===== src/rtl/up_copy_ctrl.sv =====
// Word-granular memory-to-memory copy engine.
// One read then one write per word, with byte-masked final write.
module up_copy_ctrl #(
  parameter int ADDR_WIDTH = 32,
  parameter int SIZE_WIDTH = 16
) (
  input  logic                  ACLK,
  input  logic                  ARESET,
  input  logic [ADDR_WIDTH-1:0] src_addr_i,
  input  logic [ADDR_WIDTH-1:0] dst_addr_i,
  input  logic [SIZE_WIDTH-1:0] size_i,
  input  logic                  int_en_i,
  input  logic                  trigger_i,
  input  logic                  clr_int_i,
  output logic                  busy_o,
  output logic                  int_pending_o,
  output logic                  int_o,
  output logic                  mem_req_o,
  output logic                  mem_we_o,
  output logic [ADDR_WIDTH-1:0] mem_addr_o,
  output logic [31:0]           mem_wdata_o,
  output logic [3:0]            mem_be_o,
  input  logic                  mem_gnt_i,
  input  logic                  mem_rvalid_i,
  input  logic [31:0]           mem_rdata_i
);

  typedef enum logic [2:0] {
    IDLE, RD_REQ, RD_WAIT, WR_REQ, WR_WAIT, DONE
  } state_t;

  state_t                state_q, state_d;
  logic [ADDR_WIDTH-1:0] rd_ptr_q, wr_ptr_q;
  logic [SIZE_WIDTH:0]   words_q, words_init;
  logic [1:0]            tail_q;
  logic [31:0]           buf_q;
  logic                  pend_q;
  logic                  last;
  logic                  start;

  assign words_init = ({1'b0, size_i} + (SIZE_WIDTH+1)'(3)) >> 2;
  assign last  = (words_q == (SIZE_WIDTH+1)'(1));
  assign start = (state_q == IDLE) && trigger_i;

  always_ff @(posedge ACLK) begin
    if (ARESET) state_q <= IDLE;
    else        state_q <= state_d;
  end

  always_comb begin
    state_d = state_q;
    unique case (state_q)
      IDLE:    if (trigger_i)
                 state_d = (size_i == '0) ? DONE : RD_REQ;
      RD_REQ:  if (mem_gnt_i)    state_d = RD_WAIT;
      RD_WAIT: if (mem_rvalid_i) state_d = WR_REQ;
      WR_REQ:  if (mem_gnt_i)    state_d = WR_WAIT;
      WR_WAIT: if (mem_rvalid_i)
                 state_d = last ? DONE : RD_REQ;
      DONE:    state_d = IDLE;
      default: state_d = IDLE;
    endcase
  end

  always_ff @(posedge ACLK) begin
    if (ARESET) begin
      rd_ptr_q <= '0;
      wr_ptr_q <= '0;
      words_q  <= '0;
      tail_q   <= '0;
      buf_q    <= '0;
      pend_q   <= 1'b0;
    end else begin
      if (start && size_i != '0) begin
        rd_ptr_q <= {src_addr_i[ADDR_WIDTH-1:2], 2'b00};
        wr_ptr_q <= {dst_addr_i[ADDR_WIDTH-1:2], 2'b00};
        words_q  <= words_init;
        tail_q   <= size_i[1:0];
      end
      if (state_q == RD_WAIT && mem_rvalid_i)
        buf_q <= mem_rdata_i;
      if (state_q == WR_WAIT && mem_rvalid_i && !last) begin
        words_q  <= words_q - (SIZE_WIDTH+1)'(1);
        rd_ptr_q <= rd_ptr_q + ADDR_WIDTH'(4);
        wr_ptr_q <= wr_ptr_q + ADDR_WIDTH'(4);
      end
      // completion beats a coincident clear
      if (state_q == DONE) pend_q <= 1'b1;
      else if (clr_int_i)  pend_q <= 1'b0;
    end
  end

  always_comb begin
    mem_req_o   = 1'b0;
    mem_we_o    = 1'b0;
    mem_addr_o  = '0;
    mem_wdata_o = '0;
    mem_be_o    = 4'h0;
    unique case (state_q)
      RD_REQ: begin
        mem_req_o  = 1'b1;
        mem_addr_o = rd_ptr_q;
        mem_be_o   = 4'hF;
      end
      WR_REQ: begin
        mem_req_o   = 1'b1;
        mem_we_o    = 1'b1;
        mem_addr_o  = wr_ptr_q;
        mem_wdata_o = buf_q;
        mem_be_o    = 4'hF;
        if (last) begin
          unique case (tail_q)
            2'd1:    mem_be_o = 4'h1;
            2'd2:    mem_be_o = 4'h3;
            2'd3:    mem_be_o = 4'h7;
            default: mem_be_o = 4'hF;
          endcase
        end
      end
      default: ;
    endcase
  end

  assign busy_o        = (state_q != IDLE);
  assign int_pending_o = pend_q;
  assign int_o         = pend_q & int_en_i;

endmodule

===== config.mk =====
export PLATFORM = sky130hd
export DESIGN_NAME = up_copy_ctrl
export DESIGN_NICKNAME = d
export VERILOG_FILES = /design/src/rtl/up_copy_ctrl.sv
export SDC_FILE = /design/constraint.sdc
export NUM_CORES = 1
export LEC_CHECK = 0
export CAP_MARGIN = 20
export CORE_MARGIN = 2
export CORE_UTILIZATION = 35
export DETAILED_ROUTE_END_ITERATION = 10
export GPL_TIMING_DRIVEN = 0
export HOLD_SLACK_MARGIN = 0.06
export PLACE_DENSITY = 0.69
export SYNTH_ARGS = -nofsm -noshare
export SYNTH_HDL_FRONTEND = slang
export SYNTH_SLANG_ARGS = --single-unit
export TNS_END_PERCENT = 5

===== constraint.sdc =====
create_clock -name ACLK -period 2 [get_ports ACLK]
set_input_delay 0.3 -clock ACLK [delete_from_list [all_inputs] [get_ports ACLK]]
set_output_delay 0.3 -clock ACLK [all_outputs]
set_load 0.02 [all_outputs]

==> flow_metrics.py <==
metrics = {
    "setup_path": {
        "crit_arrival_ps": 2470,
        "crit-reg2reg-launch": "words_q[1]",
        "path_delay_family": "simple AND/OR/NAND/NOR gates",
        "cp.required_ps": 2350,
        "start_kind": "flop",
        "path_cells": "inv_2 -> ha_2 -> nor2b_4 -> nand3_2 -> buf_4 -> o211ai_1 -> buf_4 -> buf_4 -> or4_1 -> a31oi_1",
        "endpoint_kind": "flop",
        "crit_buf_inv": 4,
        "crit_top_cell": "buf_4",
        "cp_max_fo": 6,
        "critical_path.startpoint": "words_q[1]",
        "cpMaxStageDelayCell": "or4_1",
        "max_stage_delay_ps": 470,
        "critical_path_class": "reg2reg",
    },
    "cts": {
        "numCtsBuffers": 17,
        "clock_sinks": 115,
        "cts.root.buffer_cell": "clkbuf_16",
        "clock_path_buffers": 2,
        "cts_tree": "built",
        "clkTransAtPathRegs_ps": 60,
        "holdBufCountCts": 0,
        "worstSkewPairLatency_ps": 420,
        "cts_max_level": 4,
    },
    "synthesis": {
        "yosys.area.top_type": "dfxtp_1",
        "syn_inst": 928,
        "syn_avg_cell_area_um2": 7.75,
        "yosysMostFrequentCell": "nand2_1",
        "synth_top_area_share_pct": 32.0,
        "synth_edf_count": 0,
        "ys_seq_elements": 115,
        "synth_cell_type_count": 73,
        "netlist_area_um2": 7190,
        "synthTopCellsByCount": "149 x nand2_1, 115 x dfxtp_1, 58 x a21oi_1",
        "async_flop_share_pct": 0,
        "synth_flop_cell": "dfxtp_1",
        "yosysWarnings": 0,
        "yosys-top-cells-area": "dfxtp_1 32%, nand2_1 7.8%, mux2i_1 5.6%",
        "seq_area_frac_synth_pct": 32.0,
    },
    "detailed_routing": {
        "wl_per_cell_um": 20.8,
        "ant_nets": 0,
        "wirelength_mm": 30.4,
        "vias_per_cell": 6.05,
        "drc_errors": 0,
        "vias": 8852,
        "drt-initial-drc-count": 1205,
        "dr.pass1.iters": 8,
    },
    "layout": {
        "syn2layout_area_growth_pct": 52.6,
        "fill_cells": 1897,
        "post-route-util_pct": 54.4,
        "seqCellArea_um2": 2370,
        "drive_gt1_share_pct": 25.5,
        "diodes": 0,
        "fin_nets": 1305,
        "multiInputGateArea_um2": 4820,
        "instances_no_fill": 1463,
    },
    "power": {
        "power_mw": 7.56,
        "power_density_nw_per_um2": 690,
        "p_leak_nw": 4.11,
        "peakVddDrop_mv": 0.602,
    },
    "timing": {
        "slew_headroom_pct": 50.0,
        "fin_skew_ps": 6.63,
        "finalHoldViolations": 0,
        "tightest_slew_ps": 751,
        "rsz0062_at_grt": "true",
        "final.period_utilization_pct": 106,
        "timing.final.crit_period_ps": 2120,
        "max_freq_ghz": 0.472,
        "holdWs_ps": 243,
        "final.setup.tns_ps": -1260,
        "finalSetupViolCount": 29,
        "finalMaxSlewViolations": 0,
        "setup_ws_ps": -119,
    },
    "floorplanning": {
        "num_rows": 52,
        "die_w_um": 147,
        "die_h_um": 147,
        "start_util_pct": 35.6,
        "dieArea_um2": 21700,
        "core-area_um2": 20200,
        "pin_count": 192,
    },
    "grt": {
        "grt.total_usage_pct": 26.7,
        "grt_pass1_vias": 8295,
        "overflow": 0,
        "grt_max_degree": 17,
        "grt_pass1_wl_mm": 45.3,
        "antenna_found_initial": 0,
    },
    "placed_design": {
        "portBuffers": 185,
        "dp.cells": 1384,
        "dp_hpwl_mm": 20.7,
        "gp_congestion": 0.954,
    },
    "hold_path": {
        "hold_path_startpoint": "size_i[0]",
        "hold_class": "in2reg",
    },
    "run_status": {
        "status": "complete, but fails checks",
        "violations": "negative setup slack",
    },
    "job": {
        "drv_cap": 0,
    },
}
-- metal layers --
layer  share of wire [%]  routed length [um]  global-route usage (%)  vias to the layer above
met2                  46               13900                    41.5                      576
met4                 4.1                1250                    13.6                        0
li1                    -                   -                       -                     4011
met3                 9.5                2890                    5.47                      112
met5                   0                   0                       0                        -
met1                  41               12300                    35.2                     4153
-- report_power, final --
group	switching, mW	internal, mW
clock network	1.30	1.87
logic	0.928	0.809
registers	0.219	2.44
-- stage by stage --
step / instance area (um2) / setup WS (ps)
after floorplan: 7190 / -24.0
after global placement: 9380 / -1150
after detailed placement: 9380 / -1170
after CTS: 10700 / -106
after global routing: 11000 / -124
final: 11000 / -119
-- kinds of logic after synthesis --
group	Yosys count	share of synthesized area [%]
adder cells (fa/ha/maj)	6	1.04
other	1	0.0522
flip-flops	115	32.0
AND/OR/NAND/NOR	427	30.8
AO/OA/AOI/OAI	225	21.9
buffers and inverters	99	6.72
XOR/XNOR	14	1.71
multiplexers	41	5.73
-- worst reg2reg max path, stage by stage (launching register included) --
cell and delay (ps):
dfxtp_2 340, inv_2 40, ha_2 170, nor2b_4 130
nand3_2 130, buf_4 160, o211ai_1 90, buf_4 170
buf_4 150, or4_1 480, a31oi_1 180
-- cell type report --
cell class | count | area share [%]
Buffer | 68 | 6.15
Clock buffer | 17 | 3.88
Clock inverter | 15 | 1.56
Inverter | 29 | 1.06
Multi-Input combinational cell | 715 | 44.0
Sequential cell | 115 | 21.6
Tap cell | 270 | 3.08
Timing Repair Buffer | 234 | 18.7
-- what timing repair did --
action                     in CTS  in global routing
pin swaps                      21                 47
buffers inserted               28                 19
setup endpoints to repair     182                139
cloned                          1                  1
gates resized for setup       404                127
-- sequential cells by signal, summed over array words and instances, names as in the netlist --
name	count
words_q	17
state_q	3
wr_ptr_q	30
int_pending_o	1
buf_q	32
tail_q	2
rd_ptr_q	30
-- final timing paths --
path	end	slack, ps	cells after the start
worst min-delay path	tail_q[0]	240	3
worst max-delay path	rd_ptr_q[20]	-120	10
worst min register to register	buf_q[23]	450	2
worst max register to register	rd_ptr_q[20]	-120	10
-- cell usage in the layout, fill, tap and decap left out, types with 12 or more instances in the layout --
master / count
a31oi_1: 47
o311ai_0: 13
clkdlybuf4s50_1: 99
dlymetal6s2s_1: 16
or4_1: 21
dfxtp_2: 14
nand2_1: 146
clkbuf_1: 19
mux2i_1: 31
nor3_1: 23
clkbuf_16: 23
dfxtp_4: 13
buf_2: 51
or3_1: 21
a21oi_1: 58
clkbuf_2: 12
dfxtp_1: 88
inv_1: 25
nor2_1: 45
buf_4: 57
nand4_1: 17
nand3_1: 42
and3_1: 39
o211ai_1: 24
No activity file was read; power rests on OpenSTA's default activity.
